[config.mk]
export PLATFORM = sky130hd
export DESIGN_NAME = msdap_input_loader
export DESIGN_NICKNAME = d
export VERILOG_FILES = /design/src/rtl/msdap_input_loader.sv
export SDC_FILE = /design/constraint.sdc
export NUM_CORES = 1
export LEC_CHECK = 0
export ABC_CLOCK_PERIOD_IN_PS = 6500
export BUFFER_PORTS_ARGS = -buffer_cell sky130_fd_sc_hd__buf_2
export CORE_MARGIN = 1.5
export CORE_UTILIZATION = 55
export DETAILED_ROUTE_END_ITERATION = 8
export PLACE_DENSITY_LB_ADDON = 0.12
export SYNTH_ARGS = -nofsm -noshare
export SYNTH_HDL_FRONTEND = slang
export SYNTH_SLANG_ARGS = --single-unit
[constraint.sdc]
create_clock -name clk -period 6.5 [get_ports clk]
set_clock_uncertainty 0.1 [all_clocks]
set_input_delay 0.975 -clock clk [delete_from_list [all_inputs] [get_ports clk]]
set_output_delay 0.975 -clock clk [all_outputs]
set_load 0.03 [all_outputs]
[src/rtl/msdap_input_loader.sv]
// msdap_input_loader: input-side controller of the MSDAP datapath.
// Clears the data memory, then loads rj words, coefficients and a circular
// stream of data samples, pacing the source with a registered readyForData.
// Optional sleep-on-zero-run behaviour is built when MSDAP_SLEEP_EN is defined.
module msdap_input_loader #(
    parameter int RJ_WORDS    = 16,
    parameter int COEFF_WORDS = 512,
    parameter int DATA_DEPTH  = 256,
    parameter int ZERO_RUN    = 800
) (
    input  logic        clk,
    input  logic        reset,
    input  logic [15:0] inData,
    input  logic        validData,
    output logic        readyForData,
    output logic        rjWe,
    output logic        coeffWe,
    output logic        dataWe,
    output logic [8:0]  wAddr,
    output logic [15:0] wData,
    output logic        newSample,
    output logic        sleeping,
    output logic [3:0]  status
);
    localparam int PW = $clog2(DATA_DEPTH);

    typedef enum logic [3:0] {
        ST_CLEAR = 4'd0,
        ST_RJ    = 4'd1,
        ST_COEFF = 4'd2,
        ST_DATA  = 4'd3,
        ST_SLEEP = 4'd4
    } state_t;

    state_t        state_q, state_d;
    logic [9:0]    cnt_q, cnt_d;      // clear address / rj index / coeff index
    logic [PW-1:0] ptr_q, ptr_d;      // circular data write pointer
    logic          ready_q, ready_d;
    logic          rj_we_q, rj_we_d;
    logic          coeff_we_q, coeff_we_d;
    logic          data_we_q, data_we_d;
    logic          new_sample_q, new_sample_d;
    logic [8:0]    waddr_q, waddr_d;
    logic [15:0]   wdata_q, wdata_d;
    logic          accept;
    logic          data_wr;

`ifdef MSDAP_SLEEP_EN
    logic [9:0]    zcnt_q, zcnt_d;
    logic [9:0]    zcnt_inc;
    assign zcnt_inc = (zcnt_q == 10'h3FF) ? zcnt_q : zcnt_q + 10'd1;
`endif

    assign accept = validData && ready_q;

    // Next-state, handshake and registered write-port computation.
    always_comb begin
        state_d      = state_q;
        cnt_d        = cnt_q;
        ptr_d        = ptr_q;
        ready_d      = ready_q;
        rj_we_d      = 1'b0;
        coeff_we_d   = 1'b0;
        data_we_d    = 1'b0;
        new_sample_d = 1'b0;
        waddr_d      = '0;
        wdata_d      = '0;
        data_wr      = 1'b0;
`ifdef MSDAP_SLEEP_EN
        zcnt_d       = zcnt_q;
`endif
        case (state_q)
            ST_CLEAR: begin
                // One idle step after the last clear write keeps status at 0
                // for the whole clear sweep.
                ready_d = 1'b0;
                if (cnt_q == 10'(DATA_DEPTH)) begin
                    state_d = ST_RJ;
                    cnt_d   = '0;
                    ready_d = 1'b1;
                end else begin
                    data_we_d = 1'b1;
                    waddr_d   = cnt_q[8:0];
                    cnt_d     = cnt_q + 10'd1;
                end
            end
            ST_RJ: if (accept) begin
                rj_we_d = 1'b1;
                waddr_d = cnt_q[8:0];
                wdata_d = inData;
                if (cnt_q == 10'(RJ_WORDS - 1)) begin
                    state_d = ST_COEFF;
                    cnt_d   = '0;
                end else begin
                    cnt_d = cnt_q + 10'd1;
                end
            end
            ST_COEFF: if (accept) begin
                coeff_we_d = 1'b1;
                waddr_d    = cnt_q[8:0];
                wdata_d    = inData;
                if (cnt_q == 10'(COEFF_WORDS - 1)) begin
                    state_d = ST_DATA;
                    cnt_d   = '0;
                end else begin
                    cnt_d = cnt_q + 10'd1;
                end
            end
            ST_DATA: if (accept) begin
                data_wr = 1'b1;
`ifdef MSDAP_SLEEP_EN
                if (inData == 16'd0) begin
                    zcnt_d = zcnt_inc;
                    if (zcnt_inc == 10'(ZERO_RUN)) state_d = ST_SLEEP;
                end else begin
                    zcnt_d = '0;
                end
`endif
            end
`ifdef MSDAP_SLEEP_EN
            ST_SLEEP: if (accept) begin
                // Zeros are swallowed; the first nonzero word wakes us up.
                if (inData == 16'd0) begin
                    zcnt_d = zcnt_inc;
                end else begin
                    data_wr = 1'b1;
                    zcnt_d  = '0;
                    state_d = ST_DATA;
                end
            end
`endif
            default: state_d = ST_CLEAR;
        endcase

        if (data_wr) begin
            data_we_d    = 1'b1;
            new_sample_d = 1'b1;
            waddr_d      = 9'(ptr_q);
            wdata_d      = inData;
            ptr_d        = ptr_q + 1'b1;
        end

        // Ready drops for the cycle after each accepted word.
        if (state_q != ST_CLEAR) ready_d = !accept;
    end

    // State and output registers, cleared asynchronously.
    always_ff @(posedge clk or posedge reset) begin
        if (reset) begin
            state_q      <= ST_CLEAR;
            cnt_q        <= '0;
            ptr_q        <= '0;
            ready_q      <= 1'b0;
            rj_we_q      <= 1'b0;
            coeff_we_q   <= 1'b0;
            data_we_q    <= 1'b0;
            new_sample_q <= 1'b0;
            waddr_q      <= '0;
            wdata_q      <= '0;
        end else begin
            state_q      <= state_d;
            cnt_q        <= cnt_d;
            ptr_q        <= ptr_d;
            ready_q      <= ready_d;
            rj_we_q      <= rj_we_d;
            coeff_we_q   <= coeff_we_d;
            data_we_q    <= data_we_d;
            new_sample_q <= new_sample_d;
            waddr_q      <= waddr_d;
            wdata_q      <= wdata_d;
        end
    end

`ifdef MSDAP_SLEEP_EN
    // Zero-run counter.
    always_ff @(posedge clk or posedge reset) begin
        if (reset) zcnt_q <= '0;
        else       zcnt_q <= zcnt_d;
    end
    assign sleeping = (state_q == ST_SLEEP);
`else
    assign sleeping = 1'b0;
`endif

    assign readyForData = ready_q;
    assign rjWe         = rj_we_q;
    assign coeffWe      = coeff_we_q;
    assign dataWe       = data_we_q;
    assign newSample    = new_sample_q;
    assign wAddr        = waddr_q;
    assign wData        = wdata_q;
    assign status       = state_q;
endmodule

==> results of run 1 <==
[stage by stage]
step                std cells  area (µm²)  hold slack [ns]  util [%]
CTS                       292        2530            0.383      68.2
floorplan                 196        2180            0.346         -
global placement          284        2440            0.365      65.8
finish                    292        2530            0.377      68.2
detailed placement        284        2440            0.367      65.8
global route              292        2530            0.405      68.2
[final cells by class]
cell class / instances / area [µm²] / share of cell area, %
Sequential cell: 50 / 1250 / 49.4
Multi-Input combinational cell: 125 / 841 / 33.2
Timing Repair Buffer: 50 / 250 / 9.88
Clock buffer: 5 / 68.8 / 2.72
Tap cell: 48 / 60.1 / 2.37
Inverter: 11 / 41.3 / 1.63
Clock inverter: 3 / 21.3 / 0.840
[path summary, 6_finish.rpt]
kind	start	end	slack, ns
max in group asynchronous	reset	ptr_q[2]	4.92
max	cnt_q[0]	cnt_q[2]	4.05
max reg2reg	cnt_q[0]	cnt_q[2]	4.05
min	ptr_q[7]	ptr_q[7]	0.38
min in group asynchronous	reset	wData[10]	0.79
min reg2reg	ptr_q[7]	ptr_q[7]	0.38
[layer usage]
| layer | track usage [%] | up-vias | part of all wire, % |
|---|---|---|---|
| li1 | - | 767 | - |
| met1 | 25.5 | 734 | 47 |
| met2 | 30.6 | 46 | 45 |
| met3 | 5.28 | 6 | 6.8 |
| met4 | 7.03 | 0 | 1.4 |
| met5 | 0 | - | 0 |
[power breakdown]
| group | leakage, nW | internal, mW | switching [mW] |
|---|---|---|---|
| registers | 0.634 | 0.311 | 0 |
| logic | 0.671 | 0.00385 | 0.00938 |
| clock network | 0.0441 | 0.0757 | 0.101 |
[worst max-delay path: cells and delay by family, from the launching register on]
kind | cells | cell delay, ns
AND/OR/NAND/NOR | 2 | 0.41
adder cells (fa/ha/maj) | 1 | 0.25
AO/OA/AOI/OAI | 3 | 1.17
flip-flops | 1 | 0.43
[sequential cells by signal, indices dropped and copies added (netlist names)]
| name | flops |
|---|---|
| cnt_q | 10 |
| coeffWe | 1 |
| dataWe | 1 |
| newSample | 1 |
| ptr_q | 8 |
| readyForData | 1 |
| rjWe | 1 |
| status | 2 |
| wAddr | 9 |
| wData | 16 |
[layout by cell type, fill, tap and decap left out, drive strengths merged, types with 4 or more instances in the layout]
| cell | n |
|---|---|
| and2 | 17 |
| clkbuf | 5 |
| ha | 7 |
| nor2 | 6 |
| a31oi | 4 |
| nand2 | 14 |
| inv | 11 |
| nand3 | 12 |
| and3 | 4 |
| nor3 | 4 |
| dfrtp | 50 |
| o21ai | 8 |
| buf | 50 |
| xnor2 | 5 |
| a22o | 9 |
[cells by family (layout without fill, tap and decap cells)]
group	after synthesis	after routing	synth area share [%]
muxes	3	3	1.55
other	1	3	0.172
AOI/OAI and AO/OA	30	30	10.2
and+or+nand+nor	75	75	19.6
xor gates and xnor gates	7	7	2.82
adders and majority gates	7	7	4.03
buffers and inverters	21	69	4.20
DFF	50	50	57.5
==> results.sh, run 1 <==
export IMPL_clock_sinks=50
export IMPL_final_nets=269
export IMPL_postCtsSetupBuffers=0
export IMPL_fin_ws_ns=4.05
export IMPL_clkTransAtPathRegs_ns=0.09
export IMPL_via_per_inst=5.32
export IMPL_core_area_mm2=0.00372
export IMPL_hold_class="flop to flop"
export IMPL_netlist_area_mm2=0.00218
export IMPL_rsz0062_at_grt="no"
export IMPL_routed_wl_mm=3.83
export IMPL_synth_area_leaders="dfrtp_1 58%, and2_1 4.9%, ha_1 4.0%"
export IMPL_ys_ff_latch=50
export IMPL_clock_fmax_mhz=408
export IMPL_fp_dieH_um=65.9
export IMPL_yosysTopAreaCell="dfrtp_1"
export IMPL_antenna_found_initial=0
export IMPL_holdBufCountCts=0
export IMPL_drive_gt1_share_pct=26.6
export IMPL_antennaDiodeCount=0
export IMPL_fin_crit_sh_pct=37.7
export IMPL_grt_first_pass_wirelength_mm=6.29
export IMPL_crit_chain="ha_1, nand3_1, o41ai_2, a31oi_1, nand2_1, o311ai_1"
export IMPL_synth_async_reset_ratio_pct=100
export IMPL_setup_viol=0
export IMPL_synth_ff_type="dfrtp_1"
export IMPL_ys_types=41
export IMPL_cts_tree="yes"
export IMPL_syn_inst=194
export IMPL_postSynthAreaPerCell_um2=11.2
export IMPL_slew_violations=0
export IMPL_slew_headroom_pct=30.5
export IMPL_row_count=22
export IMPL_worst_r2r_path_depth=6
export IMPL_io_pins=54
export IMPL_drcViolationCount=0
export IMPL_ant_nets=0
export IMPL_cts_root_buf="clkbuf_8"
export IMPL_cts_resized=0
export IMPL_area_growth_syn_to_layout_pct=16.4
export IMPL_grt_max_degree=51
export IMPL_crit_type="flop to flop"
export IMPL_cp_max_fo=13
export IMPL_critical_path_required_ns=6.60
export IMPL_cp_arrival_ns=2.55
export IMPL_hold_violations=0
export IMPL_cp_start_kind="flop"
export IMPL_tightest_slew_ns=1.04
export IMPL_yosysMostFrequentCell="dfrtp_1"
export IMPL_clockBufferDepth=2
export IMPL_yosysTopAreaCellShare_pct=57.5
export IMPL_synth_commonest_cells="50 x dfrtp_1, 17 x and2_1, 14 x nand2_1, 12 x nand3_1, 11 x inv_1"
export IMPL_dpl_worst_slack_ns=4.00
export IMPL_place_congestion=0.764
export IMPL_crit_path_end_kind="flop"
export IMPL_yosysSeqAreaShare_pct=57.5
export IMPL_vdd_drop_max_mv=0.0931
export IMPL_detail_route_iter0_violations=102
export IMPL_cp_slowest_stage_delay_ns=0.79
export IMPL_outcome="finished, final reports clean"
export IMPL_vias=1553
export IMPL_io_buffers=50
export IMPL_p_total_uw=501
export IMPL_power_density_mw_per_mm2=198
export IMPL_yosysWarnings=0
export IMPL_p_leak_nw=1.35
export IMPL_hpwl_mm=2.80
export IMPL_start_util_pct=58.6
export IMPL_numCtsBuffers=5
export IMPL_die_w_um=65.9
export IMPL_synth_edff_count=0
export IMPL_worst_path_max_delay_cell="a31oi_1"
export IMPL_die_area_mm2=0.00434
export IMPL_maxCapViolations=0
export IMPL_setup_tns_final_ns=0
export IMPL_num_fill_cells=293
export IMPL_grt_pass1_vias=1399
export IMPL_post_drt_wl_per_cell_um=13.1
export IMPL_grt_use_total_pct=19.3
export IMPL_hold_path_depth=1
export IMPL_drt_pass1_iterations=4
export IMPL_h_tree_depth=2
export IMPL_layout_min_cycle_time_ns=2.45
export IMPL_clk_latency_ns=0.30
export IMPL_gr_total_overflow=0
Note: power is estimated with default switching activity, not from simulation.
==> inputs of run 2 (changes only) <==
--- a/config.mk
+++ b/config.mk
@@ -5,10 +5,11 @@
 export SDC_FILE = /design/constraint.sdc
 export NUM_CORES = 1
 export LEC_CHECK = 0
-export ABC_CLOCK_PERIOD_IN_PS = 6500
+export ABC_AREA = 1
+export ABC_CLOCK_PERIOD_IN_PS = 2450
 export BUFFER_PORTS_ARGS = -buffer_cell sky130_fd_sc_hd__buf_2
 export CORE_MARGIN = 1.5
-export CORE_UTILIZATION = 55
+export CORE_UTILIZATION = 54
 export DETAILED_ROUTE_END_ITERATION = 8
 export PLACE_DENSITY_LB_ADDON = 0.12
 export SYNTH_ARGS = -nofsm -noshare
==> constraint.sdc (replaced) <==
create_clock -name clk -period 2.45 [get_ports clk]
set_clock_uncertainty 0.1 [all_clocks]
set_input_delay 0.3675 -clock clk [delete_from_list [all_inputs] [get_ports clk]]
set_output_delay 0.3675 -clock clk [all_outputs]
set_load 0.03 [all_outputs]
==> run 2 against run 1 <==
Compared with the run above:
- sequential share of layout area shrank 5.3 points
- critical endpoint is now cnt_q[5]
- utilization fell by 2.5 points
- synthesized cell count is 39% higher
==> results.sh, run 2 <==
export IMPL_hpwl_mm=3.43
export IMPL_cts_tree="yes"
export IMPL_rsz0062_at_grt="no"
export IMPL_netlist_area_mm2=0.00242
export IMPL_cp_max_fo=6
export IMPL_largest_reg_flops=16
export IMPL_cp_slowest_stage_delay_ns=0.42
export IMPL_antenna_found_initial=0
export IMPL_die_w_um=69.9
export IMPL_crit_buf_inv=3
export IMPL_multi_input_area_mm2=0.00100
export IMPL_syn_inst=269
export IMPL_setup_tns_final_ns=0
export IMPL_setup_viol=0
export IMPL_num_fill_cells=377
export IMPL_hold_violations=0
export IMPL_yosysSeqAreaShare_pct=51.7
export IMPL_synth_commonest_cells="67 x nand2_1, 50 x dfrtp_1, 39 x nor2_1, 30 x inv_1, 20 x nand3_1"
export IMPL_slew_violations=0
export IMPL_postSynthAreaPerCell_um2=8.99
export IMPL_yosysTopAreaCell="dfrtp_1"
export IMPL_cp_start_kind="flop"
export IMPL_post_drt_wl_per_cell_um=12.3
export IMPL_r2r_slack_ns=0.69
export IMPL_power_density_mw_per_mm2=511
export IMPL_antennaDiodeCount=0
export IMPL_drt_pass1_iterations=4
export IMPL_layout_commonest_cell="nand2_1"
export IMPL_synth_edff_count=0
export IMPL_seq_area_mm2=0.00125
export IMPL_final_util_pct=65.7
export IMPL_p_total_mw=1.45
export IMPL_postCtsSetupBuffers=0
export IMPL_synth_area_leaders="dfrtp_1 52%, nand2_1 10%, nor2_1 6.1%"
export IMPL_vdd_drop_max_mv=0.234
export IMPL_clockBufferDepth=2
export IMPL_io_pins=54
export IMPL_fin_cells=378
export IMPL_crit_type="flop to flop"
export IMPL_worst_path_max_delay_cell="dfrtp_1"
export IMPL_critical_path_top_delay_family="simple AND/OR/NAND/NOR gates"
export IMPL_outcome="finished, final reports clean"
export IMPL_start_util_pct=55.9
export IMPL_crit_chain="inv_1, ha_1, inv_1, nand3_1, nand2_4, inv_2, nand3_1, nand2_1"
export IMPL_fp_dieH_um=69.9
export IMPL_numCtsBuffers=5
export IMPL_p_leak_nw=1.64
export IMPL_hold_class="input port to flop"
export IMPL_via_per_inst=4.74
export IMPL_yosysWarnings=0
export IMPL_placedCellCount=369
export IMPL_io_buffers=50
export IMPL_cp_arrival_ns=1.86
export IMPL_fin_crit_sh_pct=72.0
export IMPL_layout_common_cells="67 x nand2_1, 50 x dfrtp_1, 50 x buf_2"
export IMPL_vias=1790
export IMPL_clkTransAtPathRegs_ns=0.09
export IMPL_die_area_mm2=0.00489
export IMPL_place_congestion=0.838
export IMPL_ant_nets=0
export IMPL_routed_wl_mm=4.63
export IMPL_grt_first_pass_wirelength_mm=8.13
export IMPL_critical_path_required_ns=2.54
export IMPL_final_nets=351
export IMPL_grt_max_degree=22
export IMPL_clock_sinks=50
export IMPL_synth_async_reset_ratio_pct=100
export IMPL_ys_ff_latch=50
export IMPL_cts_root_buf="clkbuf_8"
export IMPL_ys_types=31
export IMPL_drcViolationCount=0
export IMPL_clk_latency_ns=0.30
export IMPL_gr_total_overflow=0
export IMPL_holdWs_ns=0.158
export IMPL_layout_min_cycle_time_ns=1.76
export IMPL_detail_route_iter0_violations=135
export IMPL_grt_use_total_pct=20.9
export IMPL_crit_path_end_kind="flop"
export IMPL_maxCapViolations=0
export IMPL_area_growth_syn_to_layout_pct=17.4
export IMPL_synth_ff_type="dfrtp_1"
export IMPL_core_area_mm2=0.00432
export IMPL_yosysMostFrequentCell="nand2_1"
export IMPL_yosysTopAreaCellShare_pct=51.7
export IMPL_clock_fmax_mhz=567
export IMPL_h_tree_depth=2
export IMPL_row_count=24
export IMPL_drive_gt1_share_pct=27.6
export IMPL_grt_pass1_vias=1719
[run 2: routing by layer]
metal | vias up | global-route usage [%] | routed length [µm]
met5 | - | 0 | 0
li1 | 929 | - | -
met4 | 0 | 5.13 | 47
met1 | 808 | 30.0 | 2180
met3 | 6 | 5.05 | 236
met2 | 47 | 32.5 | 2160
[run 2: final cells by class]
| type | count | area share (%) |
|---|---|---|
| Tap cell | 52 | 2.29 |
| Sequential cell | 50 | 44.1 |
| Clock buffer | 6 | 2.56 |
| Timing Repair Buffer | 53 | 9.70 |
| Clock inverter | 2 | 1.32 |
| Multi-Input combinational cell | 180 | 35.3 |
| Inverter | 35 | 4.80 |
[run 2: worst register-to-register path, stage by stage, from the launching register on]
cell and delay [ns]:
dfrtp_1 0.42, inv_1 0.08, ha_1 0.39, inv_1 0.18, nand3_1 0.16, nand2_4 0.13
inv_2 0.05, nand3_1 0.08, nand2_1 0.05
[run 2: worst paths after layout]
check,startpoint,end,depth (start not counted)
min in group asynchronous,reset,wData[6],3
worst min-delay path,inData[12],wData[12],3
max in group asynchronous,reset,wAddr[1],4
worst max-delay path,status[0],cnt_q[5],8
worst max register to register,status[0],cnt_q[5],8
worst min register to register,ptr_q[6],ptr_q[6],1
[run 2: timing repair]
item                                   4_1_cts  5_1_grt
resized for setup                            0        0
endpoints found under the hold margin       15        0
hold buffers                                 1        0
[run 2: cells by family after synthesis]
kind of cell | share of synthesized area [%]
AND/OR/NAND/NOR | 29.2
XOR/XNOR | 3.98
adder cells (fa/ha/maj) | 3.62
flip-flops | 51.7
buffers and inverters | 7.19
other | 0.155
AO/OA/AOI/OAI | 4.09
[run 2: report_power, final]
part	internal [mW]	leakage [nW]	switching, mW	total, mW
Sequential	0.824	0.654	0	0.824
Clock	0.305	0.0514	0.275	0.580
Combinational	0.0151	0.936	0.0303	0.0454
Total	1.14	1.64	0.306	1.45
[run 2: stage by stage]
| stage | cell area (µm²) | worst slack (ns) |
|---|---|---|
| floorplan | 2430 | 0.650 |
| CTS | 2840 | 0.675 |
| detailed placement | 2720 | 0.682 |
| global route | 2840 | 0.533 |
| finish | 2840 | 0.686 |
| global placement | 2720 | 0.740 |
==> inputs of run 3 (changes only) <==
--- a/config.mk
+++ b/config.mk
@@ -6,10 +6,10 @@
 export NUM_CORES = 1
 export LEC_CHECK = 0
 export ABC_AREA = 1
-export ABC_CLOCK_PERIOD_IN_PS = 2450
+export ABC_CLOCK_PERIOD_IN_PS = 1400
 export BUFFER_PORTS_ARGS = -buffer_cell sky130_fd_sc_hd__buf_2
 export CORE_MARGIN = 1.5
-export CORE_UTILIZATION = 54
+export CORE_UTILIZATION = 48
 export DETAILED_ROUTE_END_ITERATION = 8
 export PLACE_DENSITY_LB_ADDON = 0.12
 export SYNTH_ARGS = -nofsm -noshare
==> constraint.sdc (replaced) <==
create_clock -name clk -period 1.4 [get_ports clk]
set_clock_uncertainty 0.1 [all_clocks]
set_input_delay 0.21 -clock clk [delete_from_list [all_inputs] [get_ports clk]]
set_output_delay 0.21 -clock clk [all_outputs]
set_load 0.03 [all_outputs]
==> run 3 against run 2 <==
Compared with the run above:
- the flow now finishes with violations (negative setup slack)
- utilization up 13 points
- design area up 33%
- count of clock-buffer cells in the layout unchanged
- die area up 12%
- hold slack worse by 0.14 ns
- critical path type unchanged
==> results.sh, run 3 (synthesized netlist as in run 2, its figures left out) <==
export IMPL_final_nets=404
export IMPL_num_fill_cells=308
export IMPL_clock_sinks=50
export IMPL_hold_class="input port to flop"
export IMPL_dpl_worst_slack_ns=-0.194
export IMPL_layout_min_cycle_time_ns=1.57
export IMPL_slew_violations=0
export IMPL_hpwl_mm=3.73
export IMPL_crit_chain="nor2_1, nand3_2, o21ai_4, nand3_4, nand3_2, nand2_1"
export IMPL_fin_crit_sh_pct=112
export IMPL_p_leak_nw=2.04
export IMPL_place_congestion=0.849
export IMPL_grt_use_total_pct=22.3
export IMPL_critical_path_required_ns=1.50
export IMPL_io_buffers=50
export IMPL_crit_buf_inv=0
export IMPL_switching_share_pct=21.0
export IMPL_rsz0062_at_grt="yes"
export IMPL_cts_tree="yes"
export IMPL_crit_type="flop to flop"
export IMPL_violations="negative setup slack"
export IMPL_cts_root_buf="clkbuf_8"
export IMPL_layout_common_cells="58 x nand2_1, 49 x buf_2, 46 x dfrtp_1"
export IMPL_vias=2121
export IMPL_grt_pass1_vias=2043
export IMPL_io_pins=54
export IMPL_seq_area_mm2=0.00126
export IMPL_numCtsBuffers=5
export IMPL_die_area_mm2=0.00547
export IMPL_cp_arrival_ns=1.67
export IMPL_largest_reg_flops=16
export IMPL_die_w_um=74.0
export IMPL_pwr_share_clk_pct=40.9
export IMPL_area_growth_syn_to_layout_pct=55.8
export IMPL_grt_max_degree=51
export IMPL_drcViolationCount=0
export IMPL_clkTransAtPathRegs_ns=0.09
export IMPL_via_per_inst=4.76
export IMPL_post_drt_wl_per_cell_um=13.7
export IMPL_fp_dieH_um=74.0
export IMPL_maxCapViolations=0
export IMPL_intPower_mw=2.07
export IMPL_worst_path_max_delay_cell="dfrtp_1"
export IMPL_pwr_share_seq_pct=55.1
export IMPL_netSwitchingPower_uw=549
export IMPL_row_count=25
export IMPL_antennaDiodeCount=0
export IMPL_core_area_mm2=0.00479
export IMPL_routed_wl_mm=6.11
export IMPL_clockBufferDepth=2
export IMPL_h_tree_depth=2
export IMPL_drive_gt1_share_pct=53.8
export IMPL_antenna_found_initial=0
export IMPL_hold_violations=0
export IMPL_combPwrFrac_pct=4.0
export IMPL_critPathMostFrequentCell="nand3_2"
export IMPL_power_density_mw_per_mm2=694
export IMPL_setup_viol=44
export IMPL_detail_route_iter0_violations=96
export IMPL_grt_first_pass_wirelength_mm=9.28
export IMPL_layout_commonest_cell="nand2_1"
export IMPL_cp_start_kind="flop"
export IMPL_gr_total_overflow=0
export IMPL_outcome="finished with violations"
export IMPL_start_util_pct=50.5
export IMPL_crit_path_end_kind="flop"
export IMPL_vdd_drop_max_mv=0.506
export IMPL_ant_nets=0
export IMPL_fin_ws_ns=-0.174
export IMPL_cp_slowest_stage_delay_ns=0.43
export IMPL_clock_fmax_mhz=635
export IMPL_holdWs_ns=0.0216
export IMPL_multi_input_area_mm2=0.00140
export IMPL_clk_latency_ns=0.30
export IMPL_cp_max_fo=8
export IMPL_drt_pass1_iterations=4
export IMPL_critical_path_top_delay_family="simple AND/OR/NAND/NOR gates"
==> run 3: changes by cell type in the layout (fill, tap and decap cells not counted), moves of 8 or more <==
cell / before / now
nand3_2: 3 / 13
nor2_4: 1 / 15
nand3_1: 20 / 8
nor2_2: 3 / 11
buf_4: 2 / 42
nand2_1: 67 / 58
nor2_1: 39 / 17
==> run 3: final timing paths <==
path | startpoint | end | slack (ns) | cells past startpoint
setup / recovery | cnt_q[4] | cnt_q[2] | -0.17 | 6
hold / removal | inData[8] | wData[8] | 0.02 | 3
setup reg to reg | cnt_q[4] | cnt_q[2] | -0.17 | 6
hold reg to reg | ptr_q[7] | ptr_q[7] | 0.44 | 2
max in group asynchronous | reset | status[1] | 0.54 | 4
min in group asynchronous | reset | ptr_q[2] | 0.42 | 4
==> run 3: worst reg2reg max path: stages, from the launching register on <==
cell,delay [ns]
dfrtp_1,0.43
nor2_1,0.23
nand3_2,0.17
o21ai_4,0.21
nand3_4,0.15
nand3_2,0.12
nand2_1,0.06
==> run 3: layout make-up <==
type | count | share of cell area (%)
multi-input cells | 181 | 37.0
repair buffers | 105 | 19.7
flip-flops and latches | 50 | 33.3
clock buffers | 6 | 2.19
inverters | 35 | 4.52
well taps | 67 | 2.22
clock inverters | 2 | 1.03
==> run 3: per-stage QoR <==
step | cell area (µm²) | cells | setup TNS, ns | power (mW) | util, %
3_5_place_dp | 3090 | 416 | -2.46 | 1.55 | 64.5
4_1_cts | 3450 | 440 | -3.76 | 2.64 | 72.2
5_1_grt | 3770 | 446 | -6.11 | 2.71 | 78.7
2_1_floorplan | 2520 | 271 | -3.53 | 1.52 | -
3_3_place_gp | 3090 | 416 | -1.82 | 1.55 | 64.5
6_report | 3770 | 446 | -4.12 | 2.62 | 78.7
==> run 3: repair_timing <==
| item | CTS | global route |
|---|---|---|
| endpoints found under the hold margin | 54 | 0 |
| endpoints found under the setup margin | 44 | 48 |
| hold buffers | 5 | 0 |
| pin swaps | 10 | 22 |
| gates resized for setup | 24 | 75 |
| buffers inserted | 10 | 7 |
| gates cloned | 1 | 1 |
==> run 3: layer usage <==
metal | routed length (µm) | GRT usage, % | vias up
met5 | 0 | 0 | -
met2 | 3310 | 38.8 | 55
met3 | 260 | 5.01 | 7
met4 | 59 | 6.58 | 0
met1 | 2480 | 27.7 | 1018
li1 | - | - | 1041
==> run 3: power groups by stage <==
stage	sequential [mW]	clock [mW]	combinational (mW)
finish	1.44	1.07	0.104
global route	1.44	1.15	0.117
CTS	1.44	1.10	0.0951
detailed placement	1.47	0	0.0824
global placement	1.47	0	0.0830
floorplan	1.47	0	0.0470
